### config.mk
export PLATFORM = sky130hd
export DESIGN_NAME = truth_table_sweeper
export DESIGN_NICKNAME = d
export VERILOG_FILES = /design/src/rtl/truth_table_sweeper.sv
export SDC_FILE = /design/constraint.sdc
export NUM_CORES = 1
export LEC_CHECK = 0
export CORE_MARGIN = 1.5
export CORE_UTILIZATION = 56
export DETAILED_ROUTE_END_ITERATION = 12
export MAX_ROUTING_LAYER = met4
export PLACE_DENSITY = 0.91
export RECOVER_POWER = 25
export SKIP_LAST_GASP = 1
export SYNTH_ARGS = -nofsm -noshare
export SYNTH_HDL_FRONTEND = slang
export SYNTH_SLANG_ARGS = --single-unit
### constraint.sdc
create_clock -name clk -period 4.5 [get_ports clk]
set_clock_uncertainty 0.1 [all_clocks]
set_input_delay 0.9 -clock clk [delete_from_list [all_inputs] [get_ports clk]]
set_output_delay 0.9 -clock clk [all_outputs]
set_load 0.005 [all_outputs]
### src/rtl/truth_table_sweeper.sv
// Exhaustive truth-table sweeper: walks every input vector, holds it DWELL clocks,
// captures the DUT output per vector. Optional compare logic under SWEEPER_COMPARE_EN.
module truth_table_sweeper #(
    parameter int N_IN  = 4,
    parameter int DWELL = 1,
    parameter logic [(1<<N_IN)-1:0] EXPECTED = '0
) (
    input  logic                  clk,
    input  logic                  rst,
    input  logic                  start,
    input  logic                  abort,
    input  logic                  dut_y,
    output logic [N_IN-1:0]       vec_out,
    output logic                  busy,
    output logic                  done,
    output logic [(1<<N_IN)-1:0]  table_out,
    output logic [N_IN:0]         ones_count
`ifdef SWEEPER_COMPARE_EN
    ,
    output logic                  fail,
    output logic                  pass,
    output logic [N_IN-1:0]       fail_idx
`endif
);

    localparam int TBL_W = $bits(EXPECTED);
    localparam logic [7:0] DW_LAST = 8'(DWELL - 1);
    localparam logic [N_IN-1:0] VEC_LAST = '1;

    typedef enum logic [1:0] {
        S_IDLE,
        S_APPLY,
        S_DONE
    } state_t;

    state_t             r_state;
    logic [N_IN-1:0]    r_vec;
    logic [7:0]         r_dwell;
    logic               r_busy;
    logic               r_done;
    logic [TBL_W-1:0]   r_table;
    logic [N_IN:0]      r_ones;

    logic               w_last_dwell;
    logic               w_last_vec;
    logic [N_IN:0]      w_y_ext;

    assign w_last_dwell = (r_dwell == DW_LAST);
    assign w_last_vec   = (r_vec == VEC_LAST);
    assign w_y_ext      = (N_IN+1)'(dut_y);

`ifdef SWEEPER_COMPARE_EN
    logic               r_fail;
    logic               r_pass;
    logic [N_IN-1:0]    r_fail_idx;
    logic               w_mismatch;

    assign w_mismatch = (dut_y != EXPECTED[r_vec]);
`endif

    // Sweep sequencer: state, vector stepping, capture and ones counting
    always_ff @(posedge clk or posedge rst) begin
        if (rst) begin
            r_state <= S_IDLE;
            r_vec   <= '0;
            r_dwell <= '0;
            r_busy  <= 1'b0;
            r_done  <= 1'b0;
            r_table <= '0;
            r_ones  <= '0;
`ifdef SWEEPER_COMPARE_EN
            r_fail     <= 1'b0;
            r_pass     <= 1'b0;
            r_fail_idx <= '0;
`endif
        end else begin
            r_done <= 1'b0;
`ifdef SWEEPER_COMPARE_EN
            r_pass <= 1'b0;
`endif
            case (r_state)
                S_APPLY: begin
                    if (abort) begin
                        // partial table and count are kept for inspection
                        r_state <= S_IDLE;
                        r_busy  <= 1'b0;
                        r_vec   <= '0;
                        r_dwell <= '0;
                    end else if (w_last_dwell) begin
                        r_dwell        <= '0;
                        r_table[r_vec] <= dut_y;
                        r_ones         <= r_ones + w_y_ext;
`ifdef SWEEPER_COMPARE_EN
                        if (w_mismatch && !r_fail) begin
                            r_fail     <= 1'b1;
                            r_fail_idx <= r_vec;
                        end
`endif
                        if (w_last_vec) begin
                            r_state <= S_DONE;
                            r_busy  <= 1'b0;
                            r_done  <= 1'b1;
                            r_vec   <= '0;
`ifdef SWEEPER_COMPARE_EN
                            r_pass  <= !(r_fail || w_mismatch);
`endif
                        end else begin
                            r_vec <= r_vec + N_IN'(1);
                        end
                    end else begin
                        r_dwell <= r_dwell + 8'd1;
                    end
                end
                default: begin
                    // IDLE and DONE both accept start; start beats abort here
                    if (start) begin
                        r_state <= S_APPLY;
                        r_busy  <= 1'b1;
                        r_vec   <= '0;
                        r_dwell <= '0;
                        r_table <= '0;
                        r_ones  <= '0;
`ifdef SWEEPER_COMPARE_EN
                        r_fail     <= 1'b0;
                        r_fail_idx <= '0;
`endif
                    end else begin
                        r_state <= S_IDLE;
                    end
                end
            endcase
        end
    end

    assign vec_out    = r_vec;
    assign busy       = r_busy;
    assign done       = r_done;
    assign table_out  = r_table;
    assign ones_count = r_ones;
`ifdef SWEEPER_COMPARE_EN
    assign fail       = r_fail;
    assign pass       = r_pass;
    assign fail_idx   = r_fail_idx;
`endif

endmodule

; Yosys cells after proc, flatten, opt, wreduce, memory -nomap -nowiden
; Cells that the tools add are included.
[classes]
n_addsub = 3
order_cmp = 2
n_eq_ne = 6
n_mux = 34
n_reduce_logical = 7
[ops]
columns = operator, n
row1 = $mux W16, 4
row2 = $mux W8, 4
row3 = $mux W4, 5
row4 = $mux W5, 4
row5 = $bwmux W16, 1
row6 = $mux W1, 11
row7 = $add A8 B1 Y8 const B, 1
row8 = $logic_not A8 Y1, 1
row9 = $mux W2, 4
row10 = $ne A3 B3 Y1 const B, 2
row11 = $reduce_and A3 Y1, 2
row12 = $add A5 B1 Y5, 1
row13 = $lt A4 B5 Y1 const B, 1
row14 = $add A4 B1 Y4 const B, 1
row15 = $demux W1 S4, 1
row16 = $eq A4 B4 Y1 const B, 1
row17 = $ge A4 B1 Y1 const B, 1
row18 = $ne A2 B2 Y1 const B, 2
row19 = $reduce_and A2 Y1, 2
row20 = $eq A2 B1 Y1 const B, 1
row21 = $reduce_bool A2 Y1, 1
row22 = $logic_and A1 B1 Y1, 1
[totals]
reg_bits = 37
input_bits = 5
output_inout_bits = 27
word_cells = 59

; Logic depth before layout (Yosys ltp)
; Gate-level depths: netlist of run 1.
[logic_depth]
ltp_word = 8
mapped_depth = 7
mapped_depth_nobuf = 6

; Worst setup path before layout of run 1
; OpenSTA, ideal clock, no wires.
[synth_timing]
path_type = input-to-reg
startpoint = input abort
endpoint = register r_table[11], in the netlist table_out[11]
setup_time_ns = 0.137
t_arrival_ns = 2.181
required_time_ns = 4.263
setup_slack_ns = 2.082
stages = 6
path_buffers = 2
cell_sequence = or3b_2 buf_6 nor3_4 buf_6 nand3_1 mux2i_1
[synth_via]
elab_chain_cells = 2
[synth_lines]
columns = item, line
row1 = start: declaration, 11  ; input logic abort,
row2 = $ne A2 B2 Y1 (no line), --
row3 = $reduce_and A3 Y1 (no line), --
row4 = end signal: indexed assignment, 91  ; r_table[r_vec] <= dut_y;
row5 = end: declaration, 41  ; logic [TBL_W-1:0] r_table;
; No other way between the ends.
; A chain may end at the register's enable or synchronous reset.

==> results.json, run 1 <==
{
  "slew_viol_final": 38,
  "nNetsFinal": 240,
  "via_per_inst": 5.830,
  "worstMarginPinSlew_ns": 1.896,
  "synth.avg_cell_area_sq_um": 9.753,
  "final_cell_mix": "37 x dfrtp_1, 36 x nand2_1, 30 x clkdlybuf4s50_1",
  "grt_pass1_wl_um": 7127,
  "detail_route.wirelength_um": 4129,
  "grt_pass1_vias": 1538,
  "worstPathMaxFanout": 37,
  "p_per_area_nw_per_um2": 279.1,
  "vias": 1580,
  "dp_cells": 264,
  "dr.pass1.iters": 4,
  "clk_pin_slew_worst_paths_ns": 0.11,
  "drc": 0,
  "layoutNonFillerInstCount": 271,
  "postPlaceCellArea_sq_um": 2232,
  "cts_setup_buffers": 0,
  "rows": 20,
  "r2r-start": "r_dwell[0]$_DFFE_PP0N_",
  "p_leak_nw": 1.093,
  "synth_area_sq_um": 1902,
  "port_buffers": 31,
  "synth-seq-area-share_pct": 48.68,
  "design.core.area_sq_um": 3128,
  "regArea_sq_um": 925.9,
  "die_h_um": 61.28,
  "crit_path_end_kind": "async pin",
  "cp_cell_sequence": "dlygate4sd3_1, inv_1, clkbuf_1",
  "setup_viol_count_final": 0,
  "min_path_type": "reg -> reg",
  "drv_cap": 1,
  "drtIter0Drc": 78,
  "hold_start": "table_out[6]$_DFFE_PP0P_",
  "drive_above_1_share_pct": 4.405,
  "fillerInstances": 241,
  "cp_slowest_cell": "clkbuf_1",
  "max_stage_delay_ns": 1.36,
  "cts.sink_count": 37,
  "synth_area_leaders": "dfrtp_1 49%, mux2i_1 8.4%, nand2_1 7.1%",
  "fp.dieW_um": 61.28,
  "relSlewSlack_pct": -26.41,
  "vdd_ir_drop_max_uv": 264.3,
  "grt-ovfl-total": 0,
  "ant_nets": 0,
  "finish.instance_area_sq_um": 2283,
  "synth_top_area_share_pct": 48.68,
  "insertion_delay_ns": 0.34,
  "grt_usage_pct": 26.97,
  "gp_congestion": 0.9136,
  "fin_crit_ns": 2.861,
  "cts_tree": "done",
  "start_util_pct": 60.80,
  "die_area_sq_um": 3755,
  "antenna_found_initial": 0,
  "yosysTopAreaCell": "dfrtp_1",
  "htreeDepth": 2,
  "start_kind": "input pin",
  "synth_cell_types": 34,
  "syn-num-nets": 208,
  "critPathArrivalTime_ns": 2.85,
  "ctsResizeCount": 0,
  "areaGrowthSynthToFinish_pct": 20.07,
  "rsz0062_at_grt": "no",
  "netlist_instances": 195,
  "critical_path_class": "in -> async",
  "cts_buffer_depth": 2,
  "outcome": "finished with violations",
  "multiInputGateArea_sq_um": 910.9,
  "cts-root-buf": "clkbuf_4",
  "hpwl_um": 2889,
  "cts_made_buffers": 5,
  "hold_viol_final": 0,
  "violations": "capacitance limit, slew limit",
  "ios": 32,
  "grt_max_degree": 38,
  "max_freq_mhz": 349.6,
  "whs_ns": 0.4289,
  "required_ns": 4.49,
  "startpoint": "rst",
  "wire_per_inst_um": 15.24,
  "hold_buffers": 0,
  "synth_warnings": 0,
  "antennaDiodeCount": 0,
  "synth.ff_latch_count": 37,
  "finalSetupTns_ns": 0,
  "period_share_pct": 63.57,
  "mostFrequentLayoutCell": "dfrtp_1"
}
[synth_stat cells, drive strengths merged]
cell type	instances
nor3	2
nor2b	2
xor2	1
inv	6
a22o	2
ha	8
clkbuf	3
nand4	6
a41oi	2
nand2	36
nand3	20
xnor2	3
and2b	1
mux2i	16
nor3b	1
dfrtp	37
a21o	3
nor4b	2
or2b	1
nor4	2
or3b	1
nor2	11
buf	4
or3	2
o21ai	15
nand2b	1
and2	1
a21oi	2
a31oi	3
or4b	1
[critical path, delay by kind of cell]
kind	cells	cell delay, ns
buf+inv	3	1.94
[routing by layer]
layer	up-vias	track usage (%)	part of all wire, %
met5	-	-	0
met4	0	10.87	0.87
met3	4	5.252	5.0
met2	53	39.06	50
met1	774	37.43	44
li1	749	-	-
[path summary, 6_finish.rpt]
check	to	slack, ns	cells after the start
max	table_out[10]$_DFFE_PP0P_	1.64	3
min	table_out[6]$_DFFE_PP0P_	0.43	2
max reg2reg	table_out[11]$_DFFE_PP0P_	2.13	6
min reg2reg	table_out[6]$_DFFE_PP0P_	0.43	2
max in group clk	r_dwell[7]$_DFFE_PP0N_	1.72	5
min in group asynchronous	table_out[6]$_DFFE_PP0P_	1.58	3
[area by class of cell]
type,count,share of cell area [%]
flip-flops and latches,37,40.55
multi-input cells,145,39.89
repair buffers,32,13.75
clock buffers,7,2.411
well taps,44,2.411
inverters,6,0.9863
[per-stage QoR]
step                      setup WS (ns)  power, mW  util [%]
after floorplan                   2.082     0.4248         -
after global placement            1.407     0.4644     71.36
after detailed placement          1.395     0.4679     71.36
after CTS                         1.755     0.6412     73.12
after global routing              1.136     0.6702     73.00
final                             1.639     0.6373     73.00
[power by group]
group / internal (mW) / total (mW) / switching (mW)
logic: 0.0439 / 0.101 / 0.0571
clock network: 0.0738 / 0.177 / 0.103
registers: 0.345 / 0.359 / 0.0145
total: 0.463 / 0.637 / 0.175
[cell families after synthesis]
kind of cell / Yosys count / synth area share, %
XOR/XNOR: 4 / 1.842
AND/OR/NAND/NOR: 90 / 23.88
AO/OA/AOI/OAI: 27 / 8.487
multiplexers: 16 / 8.421
buffers and inverters: 13 / 3.420
flip-flops: 37 / 48.68
adder cells (fa/ha/maj): 8 / 5.263
[state kept, by name, indices dropped and copies added (netlist names)]
| register | count |
|---|---|
| busy | 1 |
| done | 1 |
| ones_count | 5 |
| r_dwell | 8 |
| r_state | 2 |
| table_out | 16 |
| vec_out | 4 |
Note: power is estimated with default switching activity, not from simulation.
==> run 2, diff against run 1 <==
--- a/config.mk
+++ b/config.mk
@@ -6,10 +6,10 @@
 export NUM_CORES = 1
 export LEC_CHECK = 0
 export CORE_MARGIN = 1.5
-export CORE_UTILIZATION = 56
+export CORE_UTILIZATION = 52
 export DETAILED_ROUTE_END_ITERATION = 12
 export MAX_ROUTING_LAYER = met4
-export PLACE_DENSITY = 0.91
+export PLACE_DENSITY = 0.85
 export RECOVER_POWER = 25
 export SKIP_LAST_GASP = 1
 export SYNTH_ARGS = -nofsm -noshare
==> constraint.sdc (replaced) <==
create_clock -name clk -period 2.94 [get_ports clk]
set_clock_uncertainty 0.1 [all_clocks]
set_input_delay 0.588 -clock clk [delete_from_list [all_inputs] [get_ports clk]]
set_output_delay 0.588 -clock clk [all_outputs]
set_load 0.005 [all_outputs]
==> run 2 against run 1 <==
Effect of this change:
- the run now ends clean
- register-to-register slack lost 1.3 ns
- global-route usage shrank 4.6 points
- combinational power grew 60%
- clock power grew 42%
- final area grew 1.3%
- count of clock-buffer cells in the layout shrank 1
- sequential cell count is the same
- largest cell class unchanged
==> results.json, run 2 (synthesis gave the netlist of run 1 again) <==
{
  "outcome": "complete, no violations",
  "htreeDepth": 2,
  "drc": 0,
  "hold_depth": 2,
  "regArea_sq_um": 925.9,
  "grt_pass1_wl_um": 6865,
  "setup_viol_count_final": 0,
  "fp.dieW_um": 63.48,
  "cts_made_buffers": 5,
  "dp_cells": 270,
  "hpwl_um": 2738,
  "wire_per_inst_um": 13.82,
  "hold_viol_final": 0,
  "max_freq_mhz": 464.2,
  "antenna_found_initial": 0,
  "startpoint": "r_dwell[0]$_DFFE_PP0N_",
  "vdd_ir_drop_max_uv": 298.0,
  "cts_buffer_depth": 2,
  "dr.pass1.iters": 5,
  "detail_route.wirelength_um": 3843,
  "drv_cap": 0,
  "vias": 1543,
  "fin_crit_ns": 2.154,
  "die_area_sq_um": 4029,
  "cts.sink_count": 37,
  "p_per_area_nw_per_um2": 416.1,
  "p_leak_nw": 1.118,
  "insertion_delay_ns": 0.34,
  "crit_path_end_kind": "register",
  "clk_pin_slew_worst_paths_ns": 0.11,
  "min_path_type": "reg -> reg",
  "cts-root-buf": "clkbuf_4",
  "cts_setup_buffers": 0,
  "grt_pass1_vias": 1464,
  "required_ns": 3.08,
  "design.core.area_sq_um": 3416,
  "relSlewSlack_pct": 39.88,
  "rows": 21,
  "ant_nets": 0,
  "nNetsFinal": 244,
  "start_util_pct": 55.68,
  "gp_congestion": 0.8353,
  "rsz0062_at_grt": "no",
  "die_h_um": 63.48,
  "period_share_pct": 73.28,
  "fillerInstances": 286,
  "cts_tree": "done",
  "grt_max_degree": 38,
  "ios": 32,
  "largest_reg_flops": 16,
  "critical_path_class": "reg -> reg",
  "antennaDiodeCount": 0,
  "drive_above_1_share_pct": 6.897,
  "final_cell_mix": "37 x dfrtp_1, 36 x nand2_1, 30 x clkdlybuf4s50_1",
  "finalSetupTns_ns": 0,
  "areaGrowthSynthToFinish_pct": 21.64,
  "grt-ovfl-total": 0,
  "start_kind": "register",
  "grt_usage_pct": 22.37,
  "multiInputGateArea_sq_um": 910.9,
  "worstMarginPinSlew_ns": 0.9018,
  "drtIter0Drc": 67,
  "port_buffers": 31,
  "ctsResizeCount": 0,
  "slew_viol_final": 0,
  "worstPathMaxFanout": 9,
  "via_per_inst": 5.550,
  "mostFrequentLayoutCell": "dfrtp_1",
  "r2r_cells": 7,
  "critPathArrivalTime_ns": 2.29,
  "layoutNonFillerInstCount": 278,
  "hold_start": "table_out[4]$_DFFE_PP0P_",
  "hold_buffers": 0,
  "r2r-start": "r_dwell[0]$_DFFE_PP0N_"
}
## run 2: critical path, cell delays in order, from the launching register on
cell and delay, ns:
dfrtp_1 0.44, inv_1 0.07, ha_1 0.15, nor4b_2 0.54, a21oi_1 0.21, buf_4 0.22, a21o_1 0.15, a22o_1 0.17
## run 2: final timing paths
| check | to | slack (ns) |
|---|---|---|
| worst max-delay path | r_dwell[3]$_DFFE_PP0N_ | 0.79 |
| worst min register to register | table_out[4]$_DFFE_PP0P_ | 0.43 |
| max in group asynchronous | ones_count[2]$_DFFE_PP0P_ | 1.33 |
| worst max register to register | r_dwell[3]$_DFFE_PP0N_ | 0.79 |
| worst min-delay path | table_out[4]$_DFFE_PP0P_ | 0.43 |
| min in group asynchronous | ones_count[0]$_DFFE_PP0P_ | 0.85 |
## run 2: layer usage
metal	vias to the layer above	global-route usage (%)	wire length (um)
li1	763	-	-
met1	733	31.24	1888
met2	41	32.63	1738
met3	6	4.821	161
met4	0	7.609	56
met5	-	-	0
## run 2: final cells by class
class	instances	share of cell area, %
Clock inverter	2	0.4327
Multi-Input combinational cell	145	39.37
Timing Repair Buffer	36	14.93
Tap cell	46	2.488
Inverter	6	0.9735
Clock buffer	6	1.785
Sequential cell	37	40.02
## run 2: power by group
| part | internal [mW] | switching [mW] |
|---|---|---|
| Combinational | 0.0723 | 0.0894 |
| Sequential | 0.528 | 0.0207 |
| Clock | 0.0910 | 0.161 |
## run 2: through the flow
stage	setup WS (ns)	hold slack (ns)	cell area [sq um]	util [%]	total power [mW]
detailed placement	0.4594	0.4191	2265	66.30	0.7205
finish	0.7856	0.4296	2313	67.73	0.9626
floorplan	0.8341	0.4054	1902	-	0.6503
CTS	0.7817	0.4347	2316	67.80	0.9731
global placement	0.4744	0.4138	2265	66.30	0.7178
global route	0.6208	0.4616	2313	67.73	1.012
==> run 3, diff against run 2 <==
--- a/config.mk
+++ b/config.mk
@@ -6,10 +6,10 @@
 export NUM_CORES = 1
 export LEC_CHECK = 0
 export CORE_MARGIN = 1.5
-export CORE_UTILIZATION = 52
+export CORE_UTILIZATION = 47
 export DETAILED_ROUTE_END_ITERATION = 12
 export MAX_ROUTING_LAYER = met4
-export PLACE_DENSITY = 0.85
+export PLACE_DENSITY = 0.82
 export RECOVER_POWER = 25
 export SKIP_LAST_GASP = 1
 export SYNTH_ARGS = -nofsm -noshare
==> constraint.sdc (replaced) <==
create_clock -name clk -period 1.8 [get_ports clk]
set_clock_uncertainty 0.1 [all_clocks]
set_input_delay 0.36 -clock clk [delete_from_list [all_inputs] [get_ports clk]]
set_output_delay 0.36 -clock clk [all_outputs]
set_load 0.005 [all_outputs]
==> run 3 against run 2 <==
Effect of this change:
- the run now ends with setup timing left
- worst hold slack better by 0.0011 ns
- sequential share of layout area fell by 6.5 points
- count of clock-buffer cells in the layout unchanged
- critical path depth stayed put
- sequential power up 64%
- cell count is 12% higher
- combinational power rose by 120%
- non-clock buffer count up 33
- register-to-register slack got worse by 0.99 ns
- power increased by 93%
- setup slack got worse by 0.99 ns
- die area up 10%
- largest cell class is now multi-input combinational cells
==> results.json, run 3 (synthesis gave the netlist of run 1 again) <==
{
  "outcome": "finished with violations",
  "violations": "setup timing",
  "max_freq_mhz": 498.0,
  "grt_pass1_wl_um": 8424,
  "drive_above_1_share_pct": 27.65,
  "start_kind": "register",
  "detail_route.wirelength_um": 5192,
  "cts_made_buffers": 5,
  "layoutNonFillerInstCount": 312,
  "p_leak_nw": 1.327,
  "vdd_ir_drop_max_uv": 449.4,
  "fin_crit_ns": 2.008,
  "p_total_mw": 1.862,
  "grt-ovfl-total": 0,
  "path_depth": 7,
  "grt_pass1_vias": 1774,
  "start_util_pct": 50.43,
  "period_share_pct": 111.5,
  "drv_cap": 0,
  "finish.instance_area_sq_um": 2766,
  "r2r-start": "r_dwell[1]$_DFFE_PP0N_",
  "whs_ns": 0.4307,
  "multiInputGateArea_sq_um": 1032,
  "cts_tree": "done",
  "critPathArrivalTime_ns": 2.05,
  "antennaDiodeCount": 0,
  "mostFrequentLayoutCell": "dfrtp_1",
  "startpoint": "r_dwell[1]$_DFFE_PP0N_",
  "dp_cells": 299,
  "final_cell_mix": "35 x dfrtp_1, 32 x nand2_1, 32 x buf_4",
  "finalWorstSetupSlack_ns": -0.2078,
  "cts_buffer_depth": 2,
  "rows": 22,
  "cts.sink_count": 37,
  "fp.dieW_um": 66.61,
  "cts-root-buf": "clkbuf_8",
  "clk_pin_slew_worst_paths_ns": 0.08,
  "finalSetupTns_ns": -3.299,
  "ant_nets": 0,
  "dr.pass1.iters": 5,
  "final_util_pct": 73.36,
  "insertion_delay_ns": 0.30,
  "worstPathMaxFanout": 8,
  "required_ns": 1.84,
  "largest_reg_flops": 16,
  "drtIter0Drc": 135,
  "drc": 0,
  "areaGrowthSynthToFinish_pct": 45.46,
  "nNetsFinal": 277,
  "grt_max_degree": 38,
  "rsz0062_at_grt": "yes",
  "postPlaceCellArea_sq_um": 2520,
  "rr_endpoint": "table_out[12]$_DFFE_PP0P_",
  "die_h_um": 66.61,
  "antenna_found_initial": 0,
  "worstMarginPinSlew_ns": 0.8974,
  "design.core.area_sq_um": 3771,
  "setup_viol_count_final": 25,
  "r2r_cells": 7,
  "fillerInstances": 247,
  "wire_per_inst_um": 16.64,
  "port_buffers": 31,
  "r2r_slack_ns": -0.21,
  "place_worst_setup_slack_ns": -0.4637,
  "cp_slowest_cell": "or4b_4",
  "vias": 1760,
  "critical_path_class": "reg -> reg",
  "worstPathBufferInverterCount": 2,
  "max_stage_delay_ns": 0.50,
  "slew_viol_final": 0,
  "grt_usage_pct": 26.68,
  "ios": 32,
  "hpwl_um": 3371,
  "cp_cell_sequence": "inv_2, ha_4, or4b_4, nor3_4, buf_6, nand4_1, mux2i_1",
  "crit_family": "simple AND/OR/NAND/NOR gates",
  "min_path_type": "reg -> reg",
  "gp_congestion": 0.8968,
  "hold_buffers": 0,
  "via_per_inst": 5.641,
  "htreeDepth": 2,
  "hold_viol_final": 0,
  "die_area_sq_um": 4437,
  "regArea_sq_um": 928.4,
  "timing.critical_path.to": "table_out[12]$_DFFE_PP0P_",
  "p_per_area_nw_per_um2": 673.0,
  "crit_path_end_kind": "register",
  "relSlewSlack_pct": 40.17
}
## run 3: changes by cell type in the layout (fill, tap and decap cells not counted), sizes merged
cell,change
clkinv,-2
clkinvlp,+1
buf,+33
## run 3: tightest hold or removal path: stages (launching register included)
cell and delay (ns):
dfrtp_1 0.38, nand2_1 0.05, mux2i_1 0.06
## run 3: layout make-up
cell class	instances	share of cell area (%)
clock inverters	1	0.2714
clock buffers	6	2.985
inverters	6	0.8141
repair buffers	69	22.89
multi-input cells	145	37.31
well taps	48	2.171
flip-flops and latches	37	33.56
## run 3: repair_timing
action / 4_1_cts / 5_1_grt
cloned: 1 / 0
setup endpoints to repair: 29 / 32
setup buffers: 6 / 1
gates resized for setup: 19 / 17
pin swaps: 4 / 5
## run 3: worst min path at each step
stage,end,cells after the start,start
2_1_floorplan,r_dwell[0]$_DFFE_PP0N_,1,r_dwell[0]$_DFFE_PP0N_
3_3_place_gp,table_out[2]$_DFFE_PP0P_,2,table_out[2]$_DFFE_PP0P_
3_5_place_dp,table_out[15]$_DFFE_PP0P_,2,table_out[15]$_DFFE_PP0P_
4_1_cts,r_dwell[5]$_DFFE_PP0N_,3,rst
5_1_grt,table_out[10]$_DFFE_PP0P_,2,table_out[10]$_DFFE_PP0P_
6_report,table_out[2]$_DFFE_PP0P_,2,table_out[2]$_DFFE_PP0P_
## run 3: layer usage
layer  up-vias  global-route usage [%]  wire length [um]
met5         -                       -                 0
met4         0                   9.694                91
met3        10                   5.912               255
met2        58                   43.50              2618
met1       874                   32.68              2226
li1        818                       -                 -
## run 3: report_power, final
group / internal, mW / switching (mW)
combinational: 0.168 / 0.193
clock: 0.303 / 0.297
sequential: 0.864 / 0.0377
==> RTL edit 1: new RTL, flow settings as in run 2 <==
Put one more register stage on the output `ones_count`, with the module's reset. The value now appears one clock later. The other outputs are not delayed to match.
--- a/src/rtl/truth_table_sweeper.sv
+++ b/src/rtl/truth_table_sweeper.sv
@@ -138,3 +138,9 @@
     assign table_out  = r_table;
-    assign ones_count = r_ones;
+    always_ff @(posedge clk or posedge rst) begin
+        if (rst) begin
+            ones_count <= '0;
+        end else begin
+            ones_count <= r_ones;
+        end
+    end
 `ifdef SWEEPER_COMPARE_EN
Behaviour: not the same (a bounded check fails within 4 cycles, from zero or initial values and one cycle with rst high).
==> RTL edit 1 against run 2 <==
Total power up 20%; routed wire length is 8.0% higher; final cell count is the same; worst setup slack worse by 0.18 ns; area after synthesis is 7.6% higher; cell area grew 7.5%; count of clock-buffer cells in the layout unchanged; non-clock buffer count decreased by 1; sequential power grew 14%; highest routed layer unchanged; sequential cell count up 5; synthesized cell count up 1.0%; combinational power grew 3%.
==> RTL edit 1: results (changes against run 2) <==
** Detailed routing
- The per-cell via count in the routed design is 5.68 (+2.4%).
- Routed Wire Length :: 4.15 mm (+8.0%)
- Starting DRC count in detailed routing :: 111 (+66%)

** Synth
- In the synthesized netlist, the cells that appear most often are sky130_fd_sc_hd__dfrtp_1, sky130_fd_sc_hd__nand2_1, sky130_fd_sc_hd__nand3_1.
- Post-synthesis mux area share :: 0.0783 (-0.00592)
- Area share of xor/xnor cells in the synthesized design :: 0.0257 (+0.00727)
- The number of distinct standard cells referenced by the synthesized netlist came to 37 (+8.8%).
- Share of synthesized area occupied by flip-flops and latches :: 0.514 (+0.0269)
- The net count after synthesis was 210 (+0.96%).
- The arithmetic-cell share of the synthesized area counting full adders, half adders and majority gates was 0.0489 (-0.00370).
- Synth Area in Compound Gates :: 0.0850 (+0.000147)
- Top post-synthesis cells by area :: sky130_fd_sc_hd__dfrtp_1, sky130_fd_sc_hd__mux2i_1, sky130_fd_sc_hd__nand3_1

** Cells and area
- The area used by multi-input combinational logic was 933 um^2 (+2.5%).
- Total of fill cells in the finished design :: 301 (+5.2%)

** Critical path
- Data arrival at the endpoint of the critical path :: 2.40 ns (+0.11 ns)
- Length in cells of the worst reg-to-reg path :: 6 (-1)

** Pwr
- Worst vdd rail ir drop :: 0.245 mV (-18%)

** Clock network
- The clock-pin transition on the worst setup and hold timing paths was 0.07 ns (-0.04 ns).

** Placement
- Area post-placement :: 0.00241 mm^2 (+6.3%)
- Worst slack, placed :: 0.364 ns (-0.0955 ns)
- The HPWL after detailed placement is 2.88 mm (+5.0%).

** STA
- The transition time of the tightest slew-check pin came to 0.992 ns (+0.0903 ns).

** Hold path
- The number of stages on the worst hold path is 0 (-2).

** GRT
- The first-pass GRT wire length came to 7.60 mm (+11%).
- Largest net degree at the start of global routing :: 43 (+13%)

** Status
- Status :: finished, final reports clean
RTL edit 1: cell types whose count changed after synthesis, sizes merged, moves of 2 or more:
cell	before	now
a31oi	3	1
o2111ai	0	3
a21o	3	0
nand4	6	2
buf	4	2
o31ai	0	3
nand3	20	22
clkbuf	3	6
xnor2	3	1
dfrtp	37	42
nor2b	2	5
xor2	1	5
nand2	36	28
RTL edit 1: kinds of logic after synthesis:
family	after synthesis
compound gates	28
xor+xnor	6
fa+ha+maj	8
buf+inv	14
flops	42
mux	16
simple gates	83
RTL edit 1: area by class of cell:
| cell class | count | area share |
|---|---|---|
| Tap cell | 48 | 0.0241 |
| Multi-Input combinational cell | 141 | 0.375 |
| Clock buffer | 6 | 0.0332 |
| Sequential cell | 42 | 0.423 |
| Inverter | 6 | 0.00905 |
| Timing Repair Buffer | 35 | 0.136 |
RTL edit 1: where the power goes:
part	total, mW	internal (mW)	switching (mW)
logic	0.167	0.0715	0.0954
clock network	0.362	0.181	0.181
registers	0.625	0.603	0.0216
RTL edit 1: worst max-delay path, cell delays in order:
cell and delay, ns:
sky130_fd_sc_hd__clkdlybuf4s50_1 0.44, sky130_fd_sc_hd__or3b_1 0.54, sky130_fd_sc_hd__nor4_2 0.49, sky130_fd_sc_hd__mux2i_1 0.27, sky130_fd_sc_hd__nor2_1 0.07
RTL edit 1: path summary, 6_finish.rpt:
| check | start | endpoint | slack [ns] |
|---|---|---|---|
| worst max-delay path | abort | table_out[15]$_DFFE_PP0P_ | 0.61 |
| worst min-delay path | r_ones[4]$_DFFE_PP0P_ | ones_count[4]$_DFF_PP0_ | 0.29 |
| worst max register to register | r_dwell[0]$_DFFE_PP0N_ | r_ones[4]$_DFFE_PP0P_ | 0.67 |
| worst min register to register | r_ones[4]$_DFFE_PP0P_ | ones_count[4]$_DFF_PP0_ | 0.29 |
| max in group asynchronous | rst | r_dwell[0]$_DFFE_PP0N_ | 1.18 |
| min in group asynchronous | rst | table_out[13]$_DFFE_PP0P_ | 0.95 |
RTL edit 1: through the flow:
stage / instances / total power, mW
after global placement: 272 / 0.797
after global routing: 278 / 1.22
after detailed placement: 272 / 0.802
after CTS: 278 / 1.16
final: 278 / 1.15
after floorplan: 197 / 0.729
RTL edit 1: per-layer routing:
layer	vias up	track usage	part of all wire
met5	-	-	0
met4	0	0.0651	0.0092
met3	5	0.0634	0.046
met2	49	0.362	0.48
met1	772	0.319	0.47
li1	754	-	-
==> RTL edit 2: new RTL, config.mk and constraints of run 2 <==
Made on the original files. Build with the macro `SWEEPER_COMPARE_EN` defined.
--- a/src/rtl/truth_table_sweeper.sv
+++ b/src/rtl/truth_table_sweeper.sv
@@ -2,2 +2,4 @@
 // captures the DUT output per vector. Optional compare logic under SWEEPER_COMPARE_EN.
+`define SWEEPER_COMPARE_EN
+
 module truth_table_sweeper #(
Formal check against the unedited RTL (old outputs only; new: fail, fail_idx and pass): equivalent (equiv_simple and equiv_induct, registers matched by name and starting in step).
==> RTL edit 2 against run 2 <==
Critical endpoint is now table_out[15]$_DFFE_PP0P_; sequential cell count grew 6; area after synthesis increased by 19%; worst setup slack worse by 0.21 ns; combinational power grew 19%; clock power grew 92%; non-clock buffer count is 8 higher; total power increased by 37%; largest power group unchanged; cell area grew 20%; routed wire length increased by 31%; fmax decreased by 9.0%.
==> RTL edit 2: results (changes against run 2) <==
** Pwr
- The standby leakage power came to 1.30 nW (+16%).
- The worst supply voltage drop on vdd is 0.218 mV (-27%).

** Synth
- The net count after synthesis was 236 (+13%).
- Post-synth top cells :: sky130_fd_sc_hd__nand2_1, sky130_fd_sc_hd__dfrtp_1, sky130_fd_sc_hd__mux2i_1
- Share of synthesized area occupied by flip-flops and latches :: 0.476 (-0.0107)
- Top post-synthesis cells by area :: sky130_fd_sc_hd__dfrtp_1, sky130_fd_sc_hd__mux2i_1, sky130_fd_sc_hd__nand2_1
- Area share of xor/xnor cells in the synthesized design :: 0.0116 (-0.00679)
- The post-synthesis compound-gate area fraction is 0.0869 (+0.00206).
- Distinct cell type count of the synthesized netlist :: 41 (+21%)
- The arithmetic-cell share of the synthesized area counting full adders, half adders and majority gates came to 0.0443 (-0.00833).
- The total number of yosys warnings was 0 (unchanged).

** Clock network
- Cell at the root of the clock tree :: sky130_fd_sc_hd__clkbuf_8
- The clock-pin transition on the worst setup and hold timing paths came to 0.08 ns (-0.03 ns).
- Clock network latency to the later pin of the worst-skew pair :: 0.30 ns (-0.04 ns)

** Detailed routing
- The total vias in the final route came to 1792 (+16%).
- Routed Wire Length :: 5.02 mm (+31%)
- Detailed-routing iteration count for the pre-antenna-repair pass :: 4 (-1)
- The initial DRC count came to 119 (+78%).

** Critical path
- The slowest stage of the critical path belongs to the cell sky130_fd_sc_hd__or4b_4.
- The arrival time of the worst setup path is 2.51 ns (+0.22 ns).
- The maximum net fanout on the critical path is 14 (+5).
- The register-to-register setup slack is 0.57 ns (-0.21 ns).

** Status
- The flow ran to the end, and the final reports show no timing, DRC or antenna violations.

** GRT
- The number of global-route vias before repair was 1714 (+17%).
- The largest net degree at the start of global routing was 44 (+16%).
- GRT Overall Usage :: 0.243 (+0.0194)
- Global-route wire length before repair :: 8.07 mm (+17%)

** Placement
- The HPWL after detailed placement came to 3.42 mm (+25%).
- The final estimated routing congestion in global placement was 0.859 (+2.8%).
- Area post-placement :: 0.00266 mm^2 (+18%)
- The cell count after placement came to 308 (+14%).

** Cells and area
- The count of filler cells inserted in the layout is 326 (+14%).
- The fraction of final layout cells sized beyond drive strength 1 was 0.0940 (+0.0250).
- The final-stage net count came to 278 (+14%).

** Hold path
- In this run the most critical hold path is launched from fail_idx[3]$_DFFE_PP0P_.

** STA
- Final Hold Slack :: 0.420 ns (-0.00929 ns)
==> RTL edit 2: cell count changes in the layout (fill, tap and decap cells not counted), sizes merged, moves of 3 or more <==
cell           delta
inv               +5
a21o              -3
a31oi             +3
nor2              -5
mux2i             +4
clkdlybuf4s50     +6
dfrtp             +6
a21oi             +3
nand2             +8
==> RTL edit 2: through the flow <==
step,power (mW),setup WS [ns]
detailed placement,0.845,0.284
finish,1.32,0.572
floorplan,0.760,0.918
CTS,1.33,0.581
global route,1.38,0.445
global placement,0.840,0.315
==> RTL edit 2: metal layers <==
| metal | share of wire | GRT usage | vias to the layer above |
|---|---|---|---|
| met5 | 0 | - | - |
| met4 | 0.019 | 0.0980 | 0 |
| met3 | 0.055 | 0.0584 | 12 |
| met2 | 0.49 | 0.392 | 65 |
| met1 | 0.43 | 0.294 | 854 |
| li1 | - | - | 861 |
==> RTL edit 2: area by class of cell <==
type	instances	area (um^2)	area share
sequential	43	1080	0.388
inverter	11	41.3	0.0149
multi-input combinational	160	1060	0.381
timing repair buffer	44	420	0.151
clock buffer	6	82.6	0.0297
tap	50	62.6	0.0225
clock inverter	2	35.0	0.0126
==> RTL edit 2: logic make-up (layout without fill, tap and decap cells) <==
kind of cell | count (synthesis) | after routing
xor gates and xnor gates | 3 | 3
muxes | 20 | 20
DFF | 43 | 43
AOI/OAI and AO/OA | 31 | 31
and+or+nand+nor | 98 | 98
adders and majority gates | 8 | 8
buffers and inverters | 20 | 63
==> RTL edit 2: worst max-delay path by stage <==
stage	to	slack, ns
4_1_cts	table_out[15]$_DFFE_PP0P_	0.58
6_report	table_out[15]$_DFFE_PP0P_	0.57
5_1_grt	fail_idx[0]$_DFFE_PP0P_	0.44
3_3_place_gp	table_out[15]$_DFFE_PP0P_	0.31
3_5_place_dp	table_out[15]$_DFFE_PP0P_	0.28
2_1_floorplan	table_out[3]$_DFFE_PP0P_	0.92
==> RTL edit 2: where the power goes <==
part,internal (mW),total (mW),switching (mW)
sequential,0.615,0.641,0.0265
combinational,0.0876,0.193,0.105
clock,0.275,0.484,0.209
==> RTL edit 2: worst reg2reg max path, delay by kind of cell, from the launching register on <==
kind                     cells  cell delay (ns)
AO/OA/AOI/OAI                1             0.14
AND/OR/NAND/NOR              3             1.11
flip-flops                   1             0.47
buffers and inverters        2             0.30
adder cells (fa/ha/maj)      1             0.17
